==> src/rtl/nerv_wb_bridge_pkg.sv <==
// Shared types and constants for the nerv core to Wishbone bridge.
package nerv_wb_bridge_pkg;

  typedef enum logic [0:0] {
    IDLE = 1'b0,
    BUSY = 1'b1
  } bridge_state_t;

  localparam logic [31:0] NOP_INSTR = 32'h0000_0013;

  typedef struct packed {
    logic [31:0] addr;
    logic [31:0] wdata;
    logic [3:0]  wstrb;
    logic        we;
  } wb_req_t;

  // A request with no byte strobes is a read.
  function automatic wb_req_t make_req(input logic [31:0] addr,
                                       input logic [31:0] wdata,
                                       input logic [3:0]  wstrb);
    wb_req_t req;
    req.addr  = addr;
    req.wdata = wdata;
    req.wstrb = wstrb;
    req.we    = |wstrb;
    return req;
  endfunction

endpackage

==> src/rtl/nerv_wb_channel.sv <==
// One Wishbone channel of the bridge: request register, strobe/done tracking
// and read-data latch.
module nerv_wb_channel
  import nerv_wb_bridge_pkg::*;
#(
  parameter logic [31:0] RESET_RDATA   = 32'h0000_0000,
  parameter logic [31:0] TIMEOUT_RDATA = 32'h0000_0000
) (
  input  logic        clk,
  input  logic        rst,
  input  logic        launch,
  input  wb_req_t     req_in,
  input  logic        ack,
  input  logic [31:0] rdata_in,
  input  logic        force_done,
  output logic        done,
  output logic        cyc,
  output logic        stb,
  output wb_req_t     req,
  output logic [31:0] rdata
);

  wb_req_t     req_r;
  logic        stb_r;
  logic        done_r;
  logic [31:0] rdata_r;

  // Request capture, strobe lifetime and read-data latch; an ack beats a forced completion.
  always_ff @(posedge clk) begin
    if (rst) begin
      req_r   <= '0;
      stb_r   <= 1'b0;
      done_r  <= 1'b1;
      rdata_r <= RESET_RDATA;
    end else if (launch) begin
      req_r   <= req_in;
      stb_r   <= 1'b1;
      done_r  <= 1'b0;
    end else if (stb_r && ack) begin
      stb_r  <= 1'b0;
      done_r <= 1'b1;
      if (!req_r.we) begin
        rdata_r <= rdata_in;
      end
    end else if (stb_r && force_done) begin
      stb_r  <= 1'b0;
      done_r <= 1'b1;
      if (!req_r.we) begin
        rdata_r <= TIMEOUT_RDATA;
      end
    end
  end

  // Done means "no longer outstanding after this edge", so same-cycle acks end BUSY.
  assign done  = done_r | (stb_r & (ack | force_done));
  assign cyc   = stb_r;
  assign stb   = stb_r;
  assign req   = req_r;
  assign rdata = rdata_r;

endmodule

==> src/rtl/nerv_wb_bridge.sv <==
// Ack-driven bridge from the nerv fixed-latency memory ports to the
// instruction and data Wishbone buses. Optional ack timeout: WB_TIMEOUT_EN.
module nerv_wb_bridge
  import nerv_wb_bridge_pkg::*;
#(
  parameter int unsigned TIMEOUT_CYCLES = 1024,
  parameter logic [31:0] RESET_INSTR    = NOP_INSTR,
  parameter logic [31:0] TIMEOUT_RDATA  = 32'h0000_0000
) (
  input  logic        clk_core,
  input  logic        rst_core,
  input  logic [31:0] imem_addr_i,
  output logic [31:0] imem_data_o,
  input  logic        dmem_valid_i,
  input  logic [31:0] dmem_addr_i,
  input  logic [3:0]  dmem_wstrb_i,
  input  logic [31:0] dmem_wdata_i,
  output logic [31:0] dmem_rdata_o,
  output logic        stall_o,
  output logic        core_cyc_o,
  output logic        core_stb_o,
  output logic        core_we_o,
  output logic [3:0]  core_wstrb_o,
  output logic [31:0] core_addr_o,
  output logic [31:0] core_data_o,
  input  logic [31:0] core_data_i,
  input  logic        core_ack_i,
  output logic        data_mem_cyc_o,
  output logic        data_mem_stb_o,
  output logic        data_mem_we_o,
  output logic [3:0]  data_mem_wstrb_o,
  output logic [31:0] data_mem_addr_o,
  output logic [31:0] data_mem_data_o,
  input  logic [31:0] data_mem_data_i,
  input  logic        data_mem_ack_i,
  output logic        err_o
);

  bridge_state_t state_r;
  bridge_state_t state_next_s;
  logic          launch_i_s;
  logic          launch_d_s;
  logic          i_done_s;
  logic          d_done_s;
  logic          force_done_s;
  wb_req_t       i_req_s;
  wb_req_t       d_req_s;

  // Bridge state register.
  always_ff @(posedge clk_core) begin
    if (rst_core) begin
      state_r <= IDLE;
    end else begin
      state_r <= state_next_s;
    end
  end

  // Launch every request from IDLE; leave BUSY once both channels have finished.
  always_comb begin
    state_next_s = state_r;
    launch_i_s   = 1'b0;
    launch_d_s   = 1'b0;
    case (state_r)
      IDLE: begin
        launch_i_s   = 1'b1;
        launch_d_s   = dmem_valid_i;
        state_next_s = BUSY;
      end
      BUSY: begin
        if (i_done_s && d_done_s) begin
          state_next_s = IDLE;
        end else begin
          state_next_s = BUSY;
        end
      end
      default: begin
        state_next_s = IDLE;
      end
    endcase
  end

`ifdef WB_TIMEOUT_EN
  localparam logic [15:0] TIMEOUT_LAST = 16'(TIMEOUT_CYCLES - 1);

  logic [15:0] wait_cnt_r;
  logic        err_r;

  // Cycles spent in the current BUSY period.
  always_ff @(posedge clk_core) begin
    if (rst_core) begin
      wait_cnt_r <= 16'd0;
    end else if (state_r == IDLE) begin
      wait_cnt_r <= 16'd0;
    end else begin
      wait_cnt_r <= wait_cnt_r + 16'd1;
    end
  end

  assign force_done_s = (state_r == BUSY) && (wait_cnt_r == TIMEOUT_LAST);

  // Sticky error: set only if some channel was still unacked when forced.
  always_ff @(posedge clk_core) begin
    if (rst_core) begin
      err_r <= 1'b0;
    end else if (force_done_s && ((core_stb_o && !core_ack_i) ||
                                  (data_mem_stb_o && !data_mem_ack_i))) begin
      err_r <= 1'b1;
    end
  end

  assign err_o = err_r;
`else
  assign force_done_s = 1'b0;
  assign err_o        = 1'b0;
`endif

  nerv_wb_channel #(
    .RESET_RDATA   (RESET_INSTR),
    .TIMEOUT_RDATA (TIMEOUT_RDATA)
  ) u_ichan (
    .clk        (clk_core),
    .rst        (rst_core),
    .launch     (launch_i_s),
    .req_in     (make_req(imem_addr_i, 32'h0000_0000, 4'h0)),
    .ack        (core_ack_i),
    .rdata_in   (core_data_i),
    .force_done (force_done_s),
    .done       (i_done_s),
    .cyc        (core_cyc_o),
    .stb        (core_stb_o),
    .req        (i_req_s),
    .rdata      (imem_data_o)
  );

  nerv_wb_channel #(
    .RESET_RDATA   (32'h0000_0000),
    .TIMEOUT_RDATA (TIMEOUT_RDATA)
  ) u_dchan (
    .clk        (clk_core),
    .rst        (rst_core),
    .launch     (launch_d_s),
    .req_in     (make_req(dmem_addr_i, dmem_wdata_i, dmem_wstrb_i)),
    .ack        (data_mem_ack_i),
    .rdata_in   (data_mem_data_i),
    .force_done (force_done_s),
    .done       (d_done_s),
    .cyc        (data_mem_cyc_o),
    .stb        (data_mem_stb_o),
    .req        (d_req_s),
    .rdata      (dmem_rdata_o)
  );

  // The instruction channel is built with zero write fields, so these stay 0.
  assign core_addr_o      = i_req_s.addr;
  assign core_we_o        = i_req_s.we;
  assign core_wstrb_o     = i_req_s.wstrb;
  assign core_data_o      = i_req_s.wdata;
  assign data_mem_addr_o  = d_req_s.addr;
  assign data_mem_we_o    = d_req_s.we;
  assign data_mem_wstrb_o = d_req_s.wstrb;
  assign data_mem_data_o  = d_req_s.wdata;
  assign stall_o          = (state_r == BUSY);

endmodule

==> config.mk <==
export PLATFORM = sky130hd
export DESIGN_NAME = nerv_wb_bridge
export DESIGN_NICKNAME = d
export VERILOG_FILES = /design/src/rtl/nerv_wb_bridge_pkg.sv /design/src/rtl/nerv_wb_channel.sv /design/src/rtl/nerv_wb_bridge.sv
export SDC_FILE = /design/constraint.sdc
export NUM_CORES = 1
export LEC_CHECK = 0
export CORE_AREA = 2 2 146 148
export CTS_CLUSTER_DIAMETER = 80
export DETAILED_ROUTE_END_ITERATION = 12
export DIE_AREA = 0 0 148 150
export GPL_TIMING_DRIVEN = 0
export PLACE_DENSITY = 0.71
export SYNTH_ARGS = -nofsm -noshare
export SYNTH_HDL_FRONTEND = slang
export SYNTH_SLANG_ARGS = --single-unit
==> constraint.sdc <==
create_clock -name clk_core -period 1.1 [get_ports clk_core]
set_input_delay 0.22 -clock clk_core [delete_from_list [all_inputs] [get_ports clk_core]]
set_output_delay 0.22 -clock clk_core [all_outputs]
set_load 0.02 [all_outputs]
After elaboration in Yosys (flattened, before gate mapping)
Cells that the tools add are included.
{"block": "classes", "n_eq_ne": 1, "n_mux": 11, "bitwise_logic": 7, "reduce_logical": 7}
{"op": "$mux W1", "n": 10}
{"op": "$reduce_or A4 Y1", "n": 1}
{"op": "$logic_and A1 B1 Y1", "n": 3}
{"op": "$not A1 Y1", "n": 3}
{"op": "$reduce_and A3 Y1", "n": 1}
{"op": "$and A1 B1 Y1", "n": 2}
{"op": "$ne A2 B1 Y1 const B", "n": 1}
{"op": "$or A1 B1 Y1", "n": 2}
{"op": "$pmux W1 S2", "n": 1}
{"op": "$reduce_and A2 Y1", "n": 1}
{"op": "$reduce_bool A2 Y1", "n": 1}
{"block": "word_totals", "register_bits": 170, "inputBits": 169, "output_inout_bits": 208, "wordCells": 38}

Depth between registers and ports, before layout
Gate-level depths: netlist of run 1.
{"block": "depth", "ltp_word": 5, "ltp_mapped": 6, "depth_no_buf": 3}

Hierarchy
A second synthesis of run 1 with hierarchy kept.
{"block": "unflattened", "cells_unflattened": 689, "hier_area_um2": 7395.8}
{"module": "nerv_wb_channel at u_dchan", "n_inst": 1, "cells_per_inst": 374, "area_each_um2": 3851.2, "seq_area_each_um2": 2062.0}
{"module": "nerv_wb_channel at u_ichan", "n_inst": 1, "cells_per_inst": 308, "area_each_um2": 3489.6, "seq_area_each_um2": 2062.0}
{"module": "nerv_wb_bridge", "n_inst": 1, "cells_per_inst": 7, "area_each_um2": 55.1, "seq_area_each_um2": 20.0}

Worst setup path after synthesis of run 1
Ideal clock, no wire load.
{"block": "synth_timing", "path_type": "register -> register", "startpoint": "register state_r, in the netlist stall_o", "endpoint": "register u_dchan.rdata_r[10], in the netlist u_dchan.rdata[10]", "setup_ps": 72, "arrival_ps": 1319, "required_time_ps": 1028, "path_slack_ps": -291, "path_stages_with_launch": 6, "n_path_buf": 2, "synth_period_minus_slack_ps": 1391, "path_cell_list": "dfxtp_1 -> nor2b_1 -> buf_2 -> nor3_4 -> buf_6 -> mux2i_1"}
{"block": "synth_via", "elab_chain_cells": 3}
{"element": "from (decl)", "line": "nerv_wb_bridge.sv:39", "rtl": "bridge_state_t state_r;"}
{"element": "from (signal assigned)", "line": "nerv_wb_bridge.sv:54", "rtl": "state_r <= state_next_s;"}
{"element": "$mux W1", "line": "nerv_wb_bridge.sv:63", "rtl": "case (state_r)"}
{"element": "$not A1 Y1 (no source line)"}
{"element": "$reduce_and A3 Y1 (no source line)"}
{"element": "to (signal assigned)", "line": "nerv_wb_channel.sv:43", "rtl": "rdata_r <= rdata_in;"}
{"element": "to (decl)", "line": "nerv_wb_channel.sv:26", "rtl": "logic [31:0] rdata_r;"}
Every way passes these cells.
A chain may end at the register's enable or synchronous reset.

Worst setup path after layout of run 1
{"block": "layout_timing", "startpoint": "input dmem_valid_i", "endpoint": "register u_dchan.rdata_r[28], in the netlist u_dchan.rdata[28]"}
{"block": "layout_via", "elab_chain_cells": 3}
{"element": "from (decl)", "line": "nerv_wb_bridge.sv:14", "rtl": "input logic dmem_valid_i,"}
{"element": "$mux W1", "line": "nerv_wb_bridge.sv:63"}
{"element": "$not A1 Y1 (no source line)"}
{"element": "$reduce_and A3 Y1 (no source line)"}
Every way passes these cells.

==> summary.txt, run 1 <==
STA
  – Setup TNS: -16.00 ns
  – PnR worst setup slack: -0.170 ns
  – Fin. Hold Viols: 0
  – RSZ-0062 raised after global routing: true
  – Hold_ws: 0.199 ns
  – Max transition margin: 57.1%
  – Period utilisation layout: 115%
  – Worst-margin pin slew: 0.643 ns
  – Final slew viol count: 0
  – Max Fclk: 788 MHz
  – Minimum clock period: 1.27 ns
  – Final setup vio count: 177
  – Worst Skew: 0.00777 ns

Synthesis
  – Cells after synthesis: 742
  – Synth Flop Type: dfxtp_1
  – Cell area after synthesis: 0.00649 mm^2
  – Yosys top cell area share: 52.4%
  – Async SR Flop Fraction: 0%
  – Unique cell type count in the Yosys netlist: 20
  – Cell taking the most area after synthesis: dfxtp_1
  – Yosys reg bits: 170
  – Area contributors post-synth: dfxtp_1 52%, nand2_1 12%, mux2i_1 9.9%, a21oi_1 7.8%, nand2b_1 6.6%
  – Synth top cells by count: 203 x nand2_1, 170 x dfxtp_1, 101 x a21oi_1
  – Most numerous cell in the Yosys netlist: nand2_1
  – Post-synth EDFFs: 0
  – YS warnings: 0
  – Mapped Avg Cell Area: 8.75 um^2
  – Register area share after synthesis: 52.4%

Critical path
  – Critical-path cell list: clkdlybuf4s50_1 > nor2b_4 > nor3_4 > buf_12 > buf_16 > mux2i_4
  – CP Capture Type: flip-flop
  – Worst R2R Path Depth: 6
  – R2R Setup Slk: -0.15 ns
  – FF-to-FF End: u_dchan.req[39]
  – Kind of critical path: in2reg
  – CP Launch Point: dmem_valid_i
  – Worst-path fanout max: 7
  – CP Data Arrival Time: 1.58 ns
  – Worst path top cell family by delay: buffers and inverters
  – CP max-delay cell: clkdlybuf4s50_1
  – Worst Path Required: 1.41 ns
  – Worst reg2reg startpoint: stall_o
  – Buf/Inv on CP: 3
  – Startpoint types: input pin
  – Worst path max stage delay: 0.52 ns

Floorplanning
  – Die H: 150 um
  – Die ar.: 0.0222 mm^2
  – Die Wd: 148 um
  – Initial Util: 31.4%
  – I/O Pins: 377
  – Num rows: 53
  – Core ar.: 0.0207 mm^2

Place
  – Post-DP Area: 0.0104 mm^2
  – Final Wtd Congestion: 0.758
  – Inst Count DP: 1391
  – IO buf count: 337
  – Placed wire-length estimate: 15900 um

Job
  – Max_cap viols: 0

Power
  – Clock power share: 35.8%
  – Sequential Power Share: 41.2%
  – Net Sw Power: 0.00468 W
  – Worst ir drop on vdd: 0.939 mV
  – Switching Fraction: 28.1%
  – PD cells: 1340 mW/mm^2
  – Leak pwr: 5.25 nW
  – Int Pwr: 0.0120 W
  – Comb power frac: 23.0%

Routing
  – # DRC: 0
  – Post-Route WL: 23100 um
  – ANT nets after route: 0
  – Per-cell routed wire length: 15.6 um
  – Vias per std cell: 4.35
  – Metal2 WL: 11700 um
  – Max Used Layer: met4
  – DR vias: 6453
  – Routed wl met3: 2060 um
  – Wire length on met1: 9040 um
  – First-pass DRT Iterations: 4
  – DR iter-0 viols: 161

Clock tree
  – Num CTS Buffers: 17
  – # H-tree levels: 4
  – CTS tree: yes
  – Clock slew at reported path FFs: 0.07 ns
  – Max Buffers Root-to-Sink: 2
  – Clock sink count: 170
  – Clk root buf: clkbuf_16
  – Clock insertion delay at the later pin of the skew report: 0.42 ns

GRT
  – Antenna violations before repair: 0
  – Grt ovf: 0
  – Largest net degree at the start of global routing: 17
  – Total track usage: 19.0%
  – First-pass GRT wire length: 32900 um
  – Number of global-route vias before repair: 6148

Layout
  – Final Instance Count excl. Fillers: 1483
  – Core Util, Final: 60.0%
  – # diodes: 0
  – Ratio of cells with drive above 1 in the final layout: 45.0%
  – Synth-to-Final Area Change: 91.2%
  – Design Area, Final: 0.0124 mm^2
  – Layout Nets: 1364

Worst hold path
  – Hold_sp: rst_core
  – Tightest Hold Check Type: in2reg
  – WHS Endpoint: u_dchan.rdata[2]
  – Min-Delay Path Depth: 3

Status
  – Violated checks: negative setup slack
  – Status: finished, violations left
[power by group through the flow]
stage / Clock [W] / Sequential [W] / Combinational [W]
floorplan: 0 / 0.00727 / 0.00113
global placement: 0 / 0.00684 / 0.00316
detailed placement: 0 / 0.00685 / 0.00317
CTS: 0.00610 / 0.00685 / 0.00351
global route: 0.00639 / 0.00689 / 0.00408
finish: 0.00597 / 0.00686 / 0.00383
[cell type report]
type / instances / area, um^2
timing repair buffer: 399 / 4230
multi-input combinational: 517 / 2840
fill: 1751 / 8280
clock inverter: 13 / 133
buffer: 90 / 796
sequential: 170 / 3620
clock buffer: 19 / 443
tap: 275 / 344
[worst register-to-register path: cells and delay by family, from the launching register on]
kind	cells	cell delay (ns)
flip-flops	1	0.36
buffers and inverters	3	0.48
AO/OA/AOI/OAI	1	0.06
AND/OR/NAND/NOR	2	0.23
[how the worst max path moves through the flow]
stage | to | slack [ns] | cells past startpoint
detailed placement | u_dchan.req[33] | -0.85 | 6
global route | u_dchan.req[62] | -0.23 | 6
finish | u_dchan.rdata[28] | -0.17 | 6
global placement | u_dchan.req[33] | -0.83 | 6
CTS | u_ichan.rdata[23] | -0.22 | 6
floorplan | u_dchan.rdata[10] | -0.14 | 5
[stage by stage]
stage	setup WS [ns]	total power (W)
2_1_floorplan	-0.142	0.00840
3_3_place_gp	-0.830	0.00999
3_5_place_dp	-0.852	0.0100
4_1_cts	-0.215	0.0165
5_1_grt	-0.232	0.0174
6_report	-0.170	0.0167
[placed cells by master, fill, tap and decap left out, drive strengths merged, types with 2 or more instances in the layout]
cell	netlist	layout
nand2	203	203
a21o	2	2
clkdlybuf4s50	0	167
dfxtp	170	170
nand3b	3	3
clkinv	0	5
nor2	32	32
nand2b	68	68
inv	0	6
conb	1	38
mux2i	64	64
a21oi	101	101
buf	71	296
clkbuf	21	45
[timing repair]
action / CTS / global route
pin swaps: 1 / 1
gates cloned: 4 / 7
setup endpoints to repair: 335 / 334
buffers inserted: 22 / 30
hold buffers: 0 / 0
resized for setup: 1256 / 66
[logic make-up (layout without fill, tap and decap cells)]
group / after synthesis / in the layout / share of synthesized area (%)
flops: 170 / 170 / 52.4
simple gates: 310 / 310 / 21.0
mux: 64 / 64 / 9.87
compound gates: 105 / 105 / 8.27
buf+inv: 92 / 521 / 8.38
other cells: 1 / 38 / 0.0578
[flip-flops by register name, summed over array words and instances (netlist names)]
| name | cells |
|---|---|
| u_ichan.rdata | 32 |
| stall_o | 1 |
| u_ichan.done_r | 1 |
| u_dchan.done_r | 1 |
| u_ichan.req | 32 |
| u_dchan.cyc | 1 |
| u_dchan.req | 69 |
| u_ichan.cyc | 1 |
| u_dchan.rdata | 32 |
[routing by layer]
layer | GRT usage, % | vias up
met5 | 0 | -
met4 | 5.67 | 0
met3 | 7.44 | 24
met2 | 33.1 | 258
met1 | 21.5 | 2948
li1 | - | 3223
Note: power is estimated with default switching activity, not from simulation.
==> inputs of run 2 (changes only) <==
--- a/config.mk
+++ b/config.mk
@@ -5,12 +5,15 @@
 export SDC_FILE = /design/constraint.sdc
 export NUM_CORES = 1
 export LEC_CHECK = 0
-export CORE_AREA = 2 2 146 148
+export CAP_MARGIN = 25
+export CORE_ASPECT_RATIO = 0.5
+export CORE_MARGIN = 2
+export CORE_UTILIZATION = 35
+export CTS_BUF_LIST = sky130_fd_sc_hd__clkbuf_8
 export CTS_CLUSTER_DIAMETER = 80
 export DETAILED_ROUTE_END_ITERATION = 12
-export DIE_AREA = 0 0 148 150
 export GPL_TIMING_DRIVEN = 0
-export PLACE_DENSITY = 0.71
+export PLACE_DENSITY = 0.78
 export SYNTH_ARGS = -nofsm -noshare
 export SYNTH_HDL_FRONTEND = slang
 export SYNTH_SLANG_ARGS = --single-unit
==> run 2 against run 1 <==
The run still ends with negative setup slack left. Critical path type unchanged. Core utilization up 4.4 points. Final cell count down 4.5%. Largest cell class unchanged. First-iteration DRC count grew 37%. Critical endpoint is now u_dchan.rdata[25]. Via count is essentially flat. Die area down 11%. Clock power decreased by 19%. Highest routed layer unchanged.
==> summary.txt, run 2 (synthesized netlist as in run 1, its figures left out) <==
Layout
  – Ratio of cells with drive above 1 in the final layout: 41.3% (was 45.0%)
  – # diodes: 0 (unchanged)
  – Sequential cell area: 0.00363 mm^2 (was 0.00362 mm^2)
  – Synth-to-Final Area Change: 81.5% (was 91.2%)
  – Most common cell after layout, fill and taps aside: nand2_1 (unchanged)
  – Largest register FFs: 69 (unchanged)
  – Commonest cells after routing, fill and taps aside: 201 x nand2_1, 174 x buf_6, 167 x clkdlybuf4s50_1 (was 192 x nand2_1, 176 x buf_6, 167 x clkdlybuf4s50_1)
  – Multi-input gate area: 0.00275 mm^2 (was 0.00284 mm^2)
  – Fillers: 1483 (was 1751)
  – Final Instance Count excl. Fillers: 1417 (was 1483)
  – Design Area, Final: 0.0118 mm^2 (was 0.0124 mm^2)
  – Layout Nets: 1333 (was 1364)

Power
  – Leak pwr: 4.96 nW (was 5.25 nW)
  – Clock power share: 31.6% (was 35.8%)
  – Net Sw Power: 0.00443 W (was 0.00468 W)
  – Switching Fraction: 29.0% (was 28.1%)
  – Sequential Power Share: 44.9% (was 41.2%)
  – Total Power: 0.0153 W (was 0.0167 W)
  – Int Pwr: 0.0109 W (was 0.0120 W)
  – PD cells: 1300 mW/mm^2 (was 1340 mW/mm^2)
  – Worst ir drop on vdd: 0.792 mV (was 0.939 mV)
  – Comb power frac: 23.5% (was 23.0%)

Critical path
  – CP Capture Type: flip-flop (unchanged)
  – Worst Path Required: 1.46 ns (was 1.41 ns)
  – CP Launch Point: dmem_valid_i (unchanged)
  – Worst reg2reg startpoint: stall_o (unchanged)
  – FF-to-FF End: u_dchan.rdata[25] (was u_dchan.req[39])
  – Worst R2R Path Depth: 5 (was 6)
  – R2R Setup Slk: -0.20 ns (was -0.15 ns)
  – Critical Path End: u_dchan.rdata[25] (was u_dchan.rdata[28])
  – Startpoint types: input pin (unchanged)
  – Kind of critical path: in2reg (unchanged)
  – Worst-path fanout max: 8 (was 7)
  – CP Data Arrival Time: 1.66 ns (was 1.58 ns)

GRT
  – Antenna violations before repair: 0 (unchanged)
  – Largest net degree at the start of global routing: 17 (unchanged)
  – Total track usage: 22.3% (was 19.0%)
  – Grt ovf: 0 (unchanged)
  – First-pass GRT wire length: 34000 um (was 32900 um)
  – Number of global-route vias before repair: 6424 (was 6148)

Clock tree
  – Clock slew at reported path FFs: 0.10 ns (was 0.07 ns)
  – Hold-fix buffers at CTS: 0 (unchanged)
  – CTS tree: yes (unchanged)
  – Max Buffers Root-to-Sink: 2 (unchanged)
  – # H-tree levels: 4 (unchanged)
  – Clock sink count: 170 (unchanged)
  – Num CTS Buffers: 17 (unchanged)
  – Clock insertion delay at the later pin of the skew report: 0.45 ns (was 0.42 ns)
  – Clk root buf: clkbuf_8 (was clkbuf_16)

STA
  – Final setup vio count: 311 (was 177)
  – Fin. Hold Viols: 0 (unchanged)
  – RSZ-0062 raised after global routing: true (unchanged)
  – Worst Skew: 0.0189 ns (was 0.00777 ns)
  – Minimum clock period: 1.31 ns (was 1.27 ns)
  – Final slew viol count: 0 (unchanged)
  – Setup TNS: -21.32 ns (was -16.00 ns)
  – Max transition margin: 54.6% (was 57.1%)
  – PnR worst setup slack: -0.205 ns (was -0.170 ns)
  – Period utilisation layout: 119% (was 115%)
  – Worst-margin pin slew: 0.681 ns (was 0.643 ns)
  – Max Fclk: 766 MHz (was 788 MHz)

Job
  – Max_cap viols: 0 (unchanged)

Routing
  – Vias per std cell: 4.56 (was 4.35)
  – # DRC: 0 (unchanged)
  – DR vias: 6455 (was 6453)
  – Per-cell routed wire length: 16.6 um (was 15.6 um)
  – ANT nets after route: 0 (unchanged)
  – DR iter-0 viols: 220 (was 161)
  – Post-Route WL: 23500 um (was 23100 um)
  – First-pass DRT Iterations: 5 (was 4)

Place
  – Setup slack at placement: -0.736 ns (was -0.852 ns)
  – Inst Count DP: 1356 (was 1391)
  – Final Wtd Congestion: 0.821 (was 0.758)
  – Post-DP Area: 0.0103 mm^2 (was 0.0104 mm^2)
  – IO buf count: 337 (unchanged)
  – Placed wire-length estimate: 17200 um (was 15900 um)

Worst hold path
  – Tightest Hold Check Type: in2reg (unchanged)

Floorplanning
  – Initial Util: 35.5% (was 31.4%)
  – Core ar.: 0.0183 mm^2 (was 0.0207 mm^2)
  – I/O Pins: 377 (unchanged)
  – Die ar.: 0.0197 mm^2 (was 0.0222 mm^2)
  – Die H: 100 um (was 150 um)
  – Num rows: 35 (was 53)
  – Die Wd: 197 um (was 148 um)

Status
  – Violated checks: negative setup slack (unchanged)
  – Status: finished, violations left (unchanged)
[run 2: changes by cell type in the layout (fill, tap and decap cells not counted), sizes merged]
cell / before / now
buf: 296 / 270
bufinv: 1 / 3
clkbuf: 45 / 38
clkinv: 5 / 3
inv: 6 / 8
[run 2: routing by layer]
layer  share of wire, %  wire (um)  up-vias  global-route usage (%)
li1                   -          -     3150                       -
met1                 40       9480     3071                    25.5
met2                 53      12400      180                    41.4
met3                3.7        861       54                    4.27
met4                3.2        754        0                    8.96
met5                  0          0        -                       0
[run 2: worst max-delay path: stages]
cell	delay, ns
clkdlybuf4s50_1	0.54
nor2b_4	0.33
nor3_4	0.09
buf_12	0.16
buf_12	0.14
mux2i_2	0.18
[run 2: worst min-delay path by stage]
| stage | from | end | slack, ns | cells past startpoint |
|---|---|---|---|---|
| floorplan | core_data_i[0] | u_ichan.rdata[0] | 0.34 | 2 |
| global placement | u_dchan.req[57] | u_dchan.req[57] | 0.44 | 2 |
| detailed placement | u_dchan.req[19] | u_dchan.req[19] | 0.45 | 2 |
| CTS | rst_core | u_dchan.rdata[0] | 0.16 | 3 |
| global route | rst_core | u_dchan.rdata[0] | 0.19 | 3 |
| finish | rst_core | u_dchan.rdata[0] | 0.19 | 3 |
[run 2: metrics by stage]
step	util [%]	hold WS, ns
floorplan	-	0.344
global placement	56.4	0.441
detailed placement	56.4	0.447
CTS	62.6	0.162
global route	64.4	0.190
finish	64.4	0.187
[run 2: layout make-up]
| cell class | count | area share, % |
|---|---|---|
| Timing Repair Buffer | 367 | 33.3 |
| Sequential cell | 170 | 30.8 |
| Multi-Input combinational cell | 517 | 23.4 |
| Buffer | 91 | 6.39 |
| Tap cell | 240 | 2.55 |
| Clock buffer | 17 | 1.99 |
| Clock inverter | 15 | 1.62 |
[run 2: power groups by stage]
stage / logic (W) / clock network (W) / registers, W
5_1_grt: 0.00382 / 0.00521 / 0.00690
6_report: 0.00360 / 0.00482 / 0.00686
3_5_place_dp: 0.00318 / 0 / 0.00686
2_1_floorplan: 0.00113 / 0 / 0.00727
4_1_cts: 0.00340 / 0.00493 / 0.00685
3_3_place_gp: 0.00313 / 0 / 0.00684
[run 2: timing repair]
| action | CTS | global route |
|---|---|---|
| pin swaps | 1 | 1 |
| gates cloned | 1 | 6 |
| endpoints found under the setup margin | 335 | 334 |
| resized for setup | 1229 | 51 |
| buffers inserted | 20 | 3 |
